==> src/rtl/adc_moving_sum_win.sv <==
// Moving-window sum and average over the last 2^DEPTH_LOG2 ADC samples, one registered output stage.
// Build option: define ADC_MOVING_SUM_OFFSET_BIN_EN for offset-binary input (unsigned sum); default is two's complement.
module adc_moving_sum_win #(
    parameter int DATA_W     = 24,
    parameter int DEPTH_LOG2 = 4,
    parameter int OUT_W      = 32
) (
    input  logic                  i_clk,
    input  logic                  i_rst,
    input  logic                  i_clr,
    input  logic [DATA_W-1:0]     i_adc_data,
    input  logic                  i_adc_valid,
    output logic [OUT_W-1:0]      o_sum,
    output logic [DATA_W-1:0]     o_avg,
    output logic                  o_valid,
    output logic                  o_full,
    output logic [DEPTH_LOG2:0]   o_fill_cnt
);
    localparam int DEPTH = 1 << DEPTH_LOG2;

    typedef logic [DATA_W-1:0]     data_t;
    typedef logic [OUT_W-1:0]      acc_t;
    typedef logic [DEPTH_LOG2-1:0] ptr_t;
    typedef logic [DEPTH_LOG2:0]   cnt_t;
    typedef enum logic [1:0] {
        ST_EMPTY   = 2'd0,
        ST_FILLING = 2'd1,
        ST_FULL    = 2'd2
    } state_t;

    localparam cnt_t DEPTH_CNT = cnt_t'(DEPTH);
    localparam cnt_t CNT_ONE   = cnt_t'(1);
    localparam ptr_t PTR_ONE   = ptr_t'(1);

    function automatic data_t conv_sample(input data_t d);
`ifdef ADC_MOVING_SUM_OFFSET_BIN_EN
        conv_sample = {~d[DATA_W-1], d[DATA_W-2:0]};
`else
        conv_sample = d;
`endif
    endfunction

    function automatic acc_t widen(input data_t v);
`ifdef ADC_MOVING_SUM_OFFSET_BIN_EN
        widen = {{(OUT_W-DATA_W){1'b0}}, v};
`else
        widen = {{(OUT_W-DATA_W){v[DATA_W-1]}}, v};
`endif
    endfunction

    data_t  mem_q [DEPTH];
    data_t  mem_d [DEPTH];
    ptr_t   wr_ptr_q, wr_ptr_d;
    acc_t   acc_q, acc_d;
    cnt_t   fill_cnt_q, fill_cnt_d;
    state_t state_q, state_d;
    logic   pend_q, pend_d;

    acc_t   sum_q, sum_d;
    data_t  avg_q, avg_d;
    logic   valid_q, valid_d;
    logic   full_q, full_d;
    cnt_t   fill_out_q, fill_out_d;

    data_t  sample_s;
    data_t  old_s;
    data_t  avg_s;

    // Window datapath: the buffer starts at zero, so subtracting the evicted entry is always exact.
    always_comb begin
        sample_s   = conv_sample(i_adc_data);
        old_s      = mem_q[wr_ptr_q];
        mem_d      = mem_q;
        wr_ptr_d   = wr_ptr_q;
        acc_d      = acc_q;
        fill_cnt_d = fill_cnt_q;
        pend_d     = 1'b0;
        if (i_clr) begin
            for (int i = 0; i < DEPTH; i++) begin
                mem_d[i] = '0;
            end
            wr_ptr_d   = '0;
            acc_d      = '0;
            fill_cnt_d = '0;
        end else if (i_adc_valid) begin
            mem_d[wr_ptr_q] = sample_s;
            wr_ptr_d        = wr_ptr_q + PTR_ONE;
            acc_d           = acc_q + widen(sample_s) - widen(old_s);
            pend_d          = 1'b1;
            if (fill_cnt_q != DEPTH_CNT) begin
                fill_cnt_d = fill_cnt_q + CNT_ONE;
            end else begin
                fill_cnt_d = fill_cnt_q;
            end
        end else begin
            pend_d = 1'b0;
        end
    end

    // Fill state machine: EMPTY -> FILLING -> FULL, back to EMPTY only on clear.
    always_comb begin
        state_d = state_q;
        if (i_clr) begin
            state_d = ST_EMPTY;
        end else if (i_adc_valid) begin
            case (state_q)
                ST_EMPTY, ST_FILLING: state_d = (fill_cnt_d == DEPTH_CNT) ? ST_FULL : ST_FILLING;
                ST_FULL:              state_d = ST_FULL;
                default:              state_d = ST_EMPTY;
            endcase
        end else begin
            state_d = state_q;
        end
    end

    // Average always divides by the full window length, even while filling.
    always_comb begin
`ifdef ADC_MOVING_SUM_OFFSET_BIN_EN
        avg_s = acc_q[DEPTH_LOG2 +: DATA_W];
`else
        avg_s = data_t'($signed(acc_q) >>> DEPTH_LOG2);
`endif
    end

    // Output stage: publish the accumulator one edge after the sample was taken.
    always_comb begin
        sum_d      = sum_q;
        avg_d      = avg_q;
        valid_d    = 1'b0;
        full_d     = full_q;
        fill_out_d = fill_out_q;
        if (i_clr) begin
            sum_d      = '0;
            avg_d      = '0;
            full_d     = 1'b0;
            fill_out_d = '0;
        end else if (pend_q) begin
            sum_d      = acc_q;
            avg_d      = avg_s;
            valid_d    = 1'b1;
            full_d     = (state_q == ST_FULL);
            fill_out_d = fill_cnt_q;
        end else begin
            valid_d = 1'b0;
        end
    end

    // State registers with asynchronous active-low reset.
    always_ff @(posedge i_clk or negedge i_rst) begin
        if (!i_rst) begin
            for (int i = 0; i < DEPTH; i++) begin
                mem_q[i] <= '0;
            end
            wr_ptr_q   <= '0;
            acc_q      <= '0;
            fill_cnt_q <= '0;
            state_q    <= ST_EMPTY;
            pend_q     <= 1'b0;
            sum_q      <= '0;
            avg_q      <= '0;
            valid_q    <= 1'b0;
            full_q     <= 1'b0;
            fill_out_q <= '0;
        end else begin
            mem_q      <= mem_d;
            wr_ptr_q   <= wr_ptr_d;
            acc_q      <= acc_d;
            fill_cnt_q <= fill_cnt_d;
            state_q    <= state_d;
            pend_q     <= pend_d;
            sum_q      <= sum_d;
            avg_q      <= avg_d;
            valid_q    <= valid_d;
            full_q     <= full_d;
            fill_out_q <= fill_out_d;
        end
    end

    assign o_sum      = sum_q;
    assign o_avg      = avg_q;
    assign o_valid    = valid_q;
    assign o_full     = full_q;
    assign o_fill_cnt = fill_out_q;

endmodule

==> config.mk <==
export PLATFORM = sky130hd
export DESIGN_NAME = adc_moving_sum_win
export DESIGN_NICKNAME = d
export VERILOG_FILES = /design/src/rtl/adc_moving_sum_win.sv
export SDC_FILE = /design/constraint.sdc
export NUM_CORES = 1
export LEC_CHECK = 0
export ABC_AREA = 1
export CAP_MARGIN = 20
export CORE_MARGIN = 2
export CORE_UTILIZATION = 50
export CTS_CLUSTER_SIZE = 20
export DETAILED_ROUTE_END_ITERATION = 7
export MAX_ROUTING_LAYER = met4
export PLACE_DENSITY = 0.67
export SLEW_MARGIN = 20
export SYNTH_ARGS = -nofsm -noshare
export SYNTH_HDL_FRONTEND = slang
export SYNTH_SLANG_ARGS = --single-unit
==> constraint.sdc <==
create_clock -name i_clk -period 3.87 [get_ports i_clk]
set_input_delay 1.161 -clock i_clk [delete_from_list [all_inputs] [get_ports i_clk]]
set_output_delay 1.161 -clock i_clk [all_outputs]
set_load 0.02 [all_outputs]
==> metrics <==
Worst Path Arrival=4230 ps; number of enable flip-flop cells after synthesis=0; Avg Inst Size Synth=7.975 sq um; area leader, netlist=dfrtp_1; H-Tree Level Count=2; Final Non-Filler Cells=3,774; clk sink count=467; register bit total from synthesis=467; detailed placer's ending HPWL=53,120 microns; Worst slew margin=31.91%; worst hold stages=2; PwrDens=585.8 nW/um^2; Cell Rows=80; met3 Usage GRT=5.115%; crit path time final=3737 ps; leakage dissipation=13.47 nW; Die ar.=50,260 sq um; ANT nets after route=0; hold path endpoint=acc_q[25]$_DFFE_PN0P_; initial antenna violation count=0; drt total wl=80,750 microns; gr busiest metal=met2; layout cells sized above 1=9.687%; Netlist cell types=34; DRC viols=0; pin count of the biggest net entering global routing=91; reg-to-reg endpoint=acc_q[21]$_DFFE_PN0P_; run status=finished, final reports clean; top cell type's share of synthesized area=48.20%; final setup fails=0; Hold/Removal Path Class=flip-flop to flip-flop; number of hold buffers added after cts=0; max cap viols=0; RSZ-0062 raised after global routing=true; CTS Buffer Depth=3; cells along the critical path=clkinv_8 -> buf_12 -> buf_6 -> o21ai_0 -> nand2_1 -> nand2_1 -> nand4_1 -> fa_1 -> inv_1 -> ha_4 -> nand2_2 -> inv_1 -> nand2_1 -> nor3_2 -> nand2_1 -> nand2_1 -> nand2_2 -> nand2_1 -> nand2_1 -> nand3_1 -> nand2_1; Post-Syn Instances=3,040; TritonCTS Buffers=51; vias in the first global route=21,695; Layout Skew=20.05 ps; Crit. End Element=flip-flop; Synth area leaders=dfrtp_1, o21ai_0, nand2_1; area delta synth->final=17.33%; CTS root buf=clkbuf_16; sequential area share after synthesis=48.20%; max incr delay on CP=580 ps; CTS tree=built; max-slew violations=0; crit path max-delay cell type=fa_1; Ant. Diodes=0; Commonest cells post-synth=nand2_1, inv_1, dfrtp_1; Die H=224.2 microns; I/O pins=91; synthesized area=24,240 sq um; hold path startpoint=acc_q[25]$_DFFE_PN0P_; DIE WIDTH=224.2 microns; Pre-Repair DR Iteration Count=6; R2R Setup Slk=130 ps; DR vias=22,259; kind of critical path=flip-flop to flip-flop; # nets final=3,217; first-pass GRT wire length=125,900 microns; Tightest Pin Transition=1020 ps; async set or reset register ratio after synthesis=100.0%; Max IR drop VDD=0.0004031 V; CP Data Required Time=4360 ps; Final Hold Fails=0; Clock Latency Late Sink=610 ps; reg2reg start=wr_ptr_q[0]$_DFFE_PN0P_; TNS Setup=0 ps; Post-Syn Nets=3,138; Tot GR Track Use=33.44%; dpl cells=3,679; Avg Vias per Cell=5.898; drt initial violations=2,319; Primary FF master, synth=dfrtp_1; Startpoint Class=flip-flop; Clock Pin Slew Worst Setup and Hold Paths=70 ps; R2R cell count=21; GPL Wtd Cong=0.9236; gr ovfl total=0; Starting Density=50.67%; fmax=267.6 MHz; Global Route met1 Usage=47.74%; CP most frequent cell=nand2_1; drt wl/cell=21.40 microns; top-count cell post-synth=nand2_1; Yosys warning count=0; # port buffers=90; met2 Track Usage GR=49.14%; Final Cycle Share=96.57%; CP Max Fanout=28; Core Footprint=47,850 sq um
-- layout make-up --
cell class | instances | area (sq um)
fill | 4357 | 19400
sequential | 467 | 11690
multi-input combinational | 1862 | 9888
timing repair buffer | 261 | 2610
inverter | 476 | 1809
clock buffer | 78 | 1499
tap | 615 | 769.5
clock inverter | 15 | 175.2
-- state kept, by name, indices dropped and copies added (netlist names) --
register,count
acc_q,32
fill_cnt_q,5
mem_q,384
o_fill_cnt,5
o_full,1
o_sum,32
o_valid,1
pend_q,1
state_q,2
wr_ptr_q,4
-- power breakdown --
| part | switching (W) | total (W) | internal (W) |
|---|---|---|---|
| sequential | 0.000115 | 0.00521 | 0.00510 |
| clock | 0.00207 | 0.00493 | 0.00287 |
| combinational | 0.00412 | 0.00652 | 0.00240 |
| total | 0.00630 | 0.0167 | 0.0104 |
-- worst max path at each step --
stage	from	endpoint	depth (start not counted)
final	wr_ptr_q[0]$_DFFE_PN0P_	acc_q[21]$_DFFE_PN0P_	21
after global routing	wr_ptr_q[0]$_DFFE_PN0P_	acc_q[16]$_DFFE_PN0P_	22
after CTS	wr_ptr_q[0]$_DFFE_PN0P_	acc_q[16]$_DFFE_PN0P_	22
after detailed placement	i_adc_data[15]	acc_q[17]$_DFFE_PN0P_	14
after global placement	i_adc_data[15]	acc_q[17]$_DFFE_PN0P_	14
after floorplan	wr_ptr_q[1]$_DFFE_PN0P_	acc_q[26]$_DFFE_PN0P_	21
-- cells by family after synthesis --
group                    share of synthesized area [%]
adder cells (fa/ha/maj)                          4.573
AND/OR/NAND/NOR                                  16.09
XOR/XNOR                                        0.1806
buffers and inverters                            11.73
flip-flops                                       48.20
AO/OA/AOI/OAI                                    19.22
-- what timing repair did --
item,CTS,global route
gates cloned,0,1
pin swaps,1,5
resized for setup,4,55
hold endpoints to repair,0,0
setup endpoints to repair,14,25
buffers inserted,0,1
-- critical path: cells and delay by family, from the launching register on --
| kind | cells | cell delay (ps) |
|---|---|---|
| AO/OA/AOI/OAI | 1 | 180 |
| buffers and inverters | 5 | 660 |
| adder cells (fa/ha/maj) | 2 | 890 |
| AND/OR/NAND/NOR | 13 | 1330 |
| flip-flops | 1 | 530 |
-- layout by cell type, fill, tap and decap left out, drive strengths merged, types with 39 or more instances in the layout --
cell type	synthesis	routed
nand2	511	511
dfrtp	467	467
nand3	288	288
buf	108	171
o21ai	453	453
inv	474	474
clkbuf	127	79
clkdlybuf4s50	0	89
ha	39	39
nor2	66	66
a21oi	221	221
o22ai	193	193
-- through the flow --
step	util, %	power, W	hold WS, ps	area [sq um]	setup WS, ps
final	59.45	0.01666	477.4	28440	132.6
after floorplan	-	0.008774	449.1	24240	493.4
after global routing	59.45	0.01762	490.2	28440	-24.69
after CTS	59.02	0.01636	482.5	28240	9.063
after global placement	55.49	0.01140	462.0	26550	-169.1
after detailed placement	55.49	0.01141	466.0	26550	-231.0
-- routing by layer --
| metal | up-vias | share of wire [%] |
|---|---|---|
| met5 | - | 0 |
| met4 | 0 | 3.2 |
| met2 | 1042 | 44 |
| li1 | 10167 | - |
| met1 | 10905 | 44 |
| met3 | 145 | 8.2 |
No activity file was read; power rests on OpenSTA's default activity.
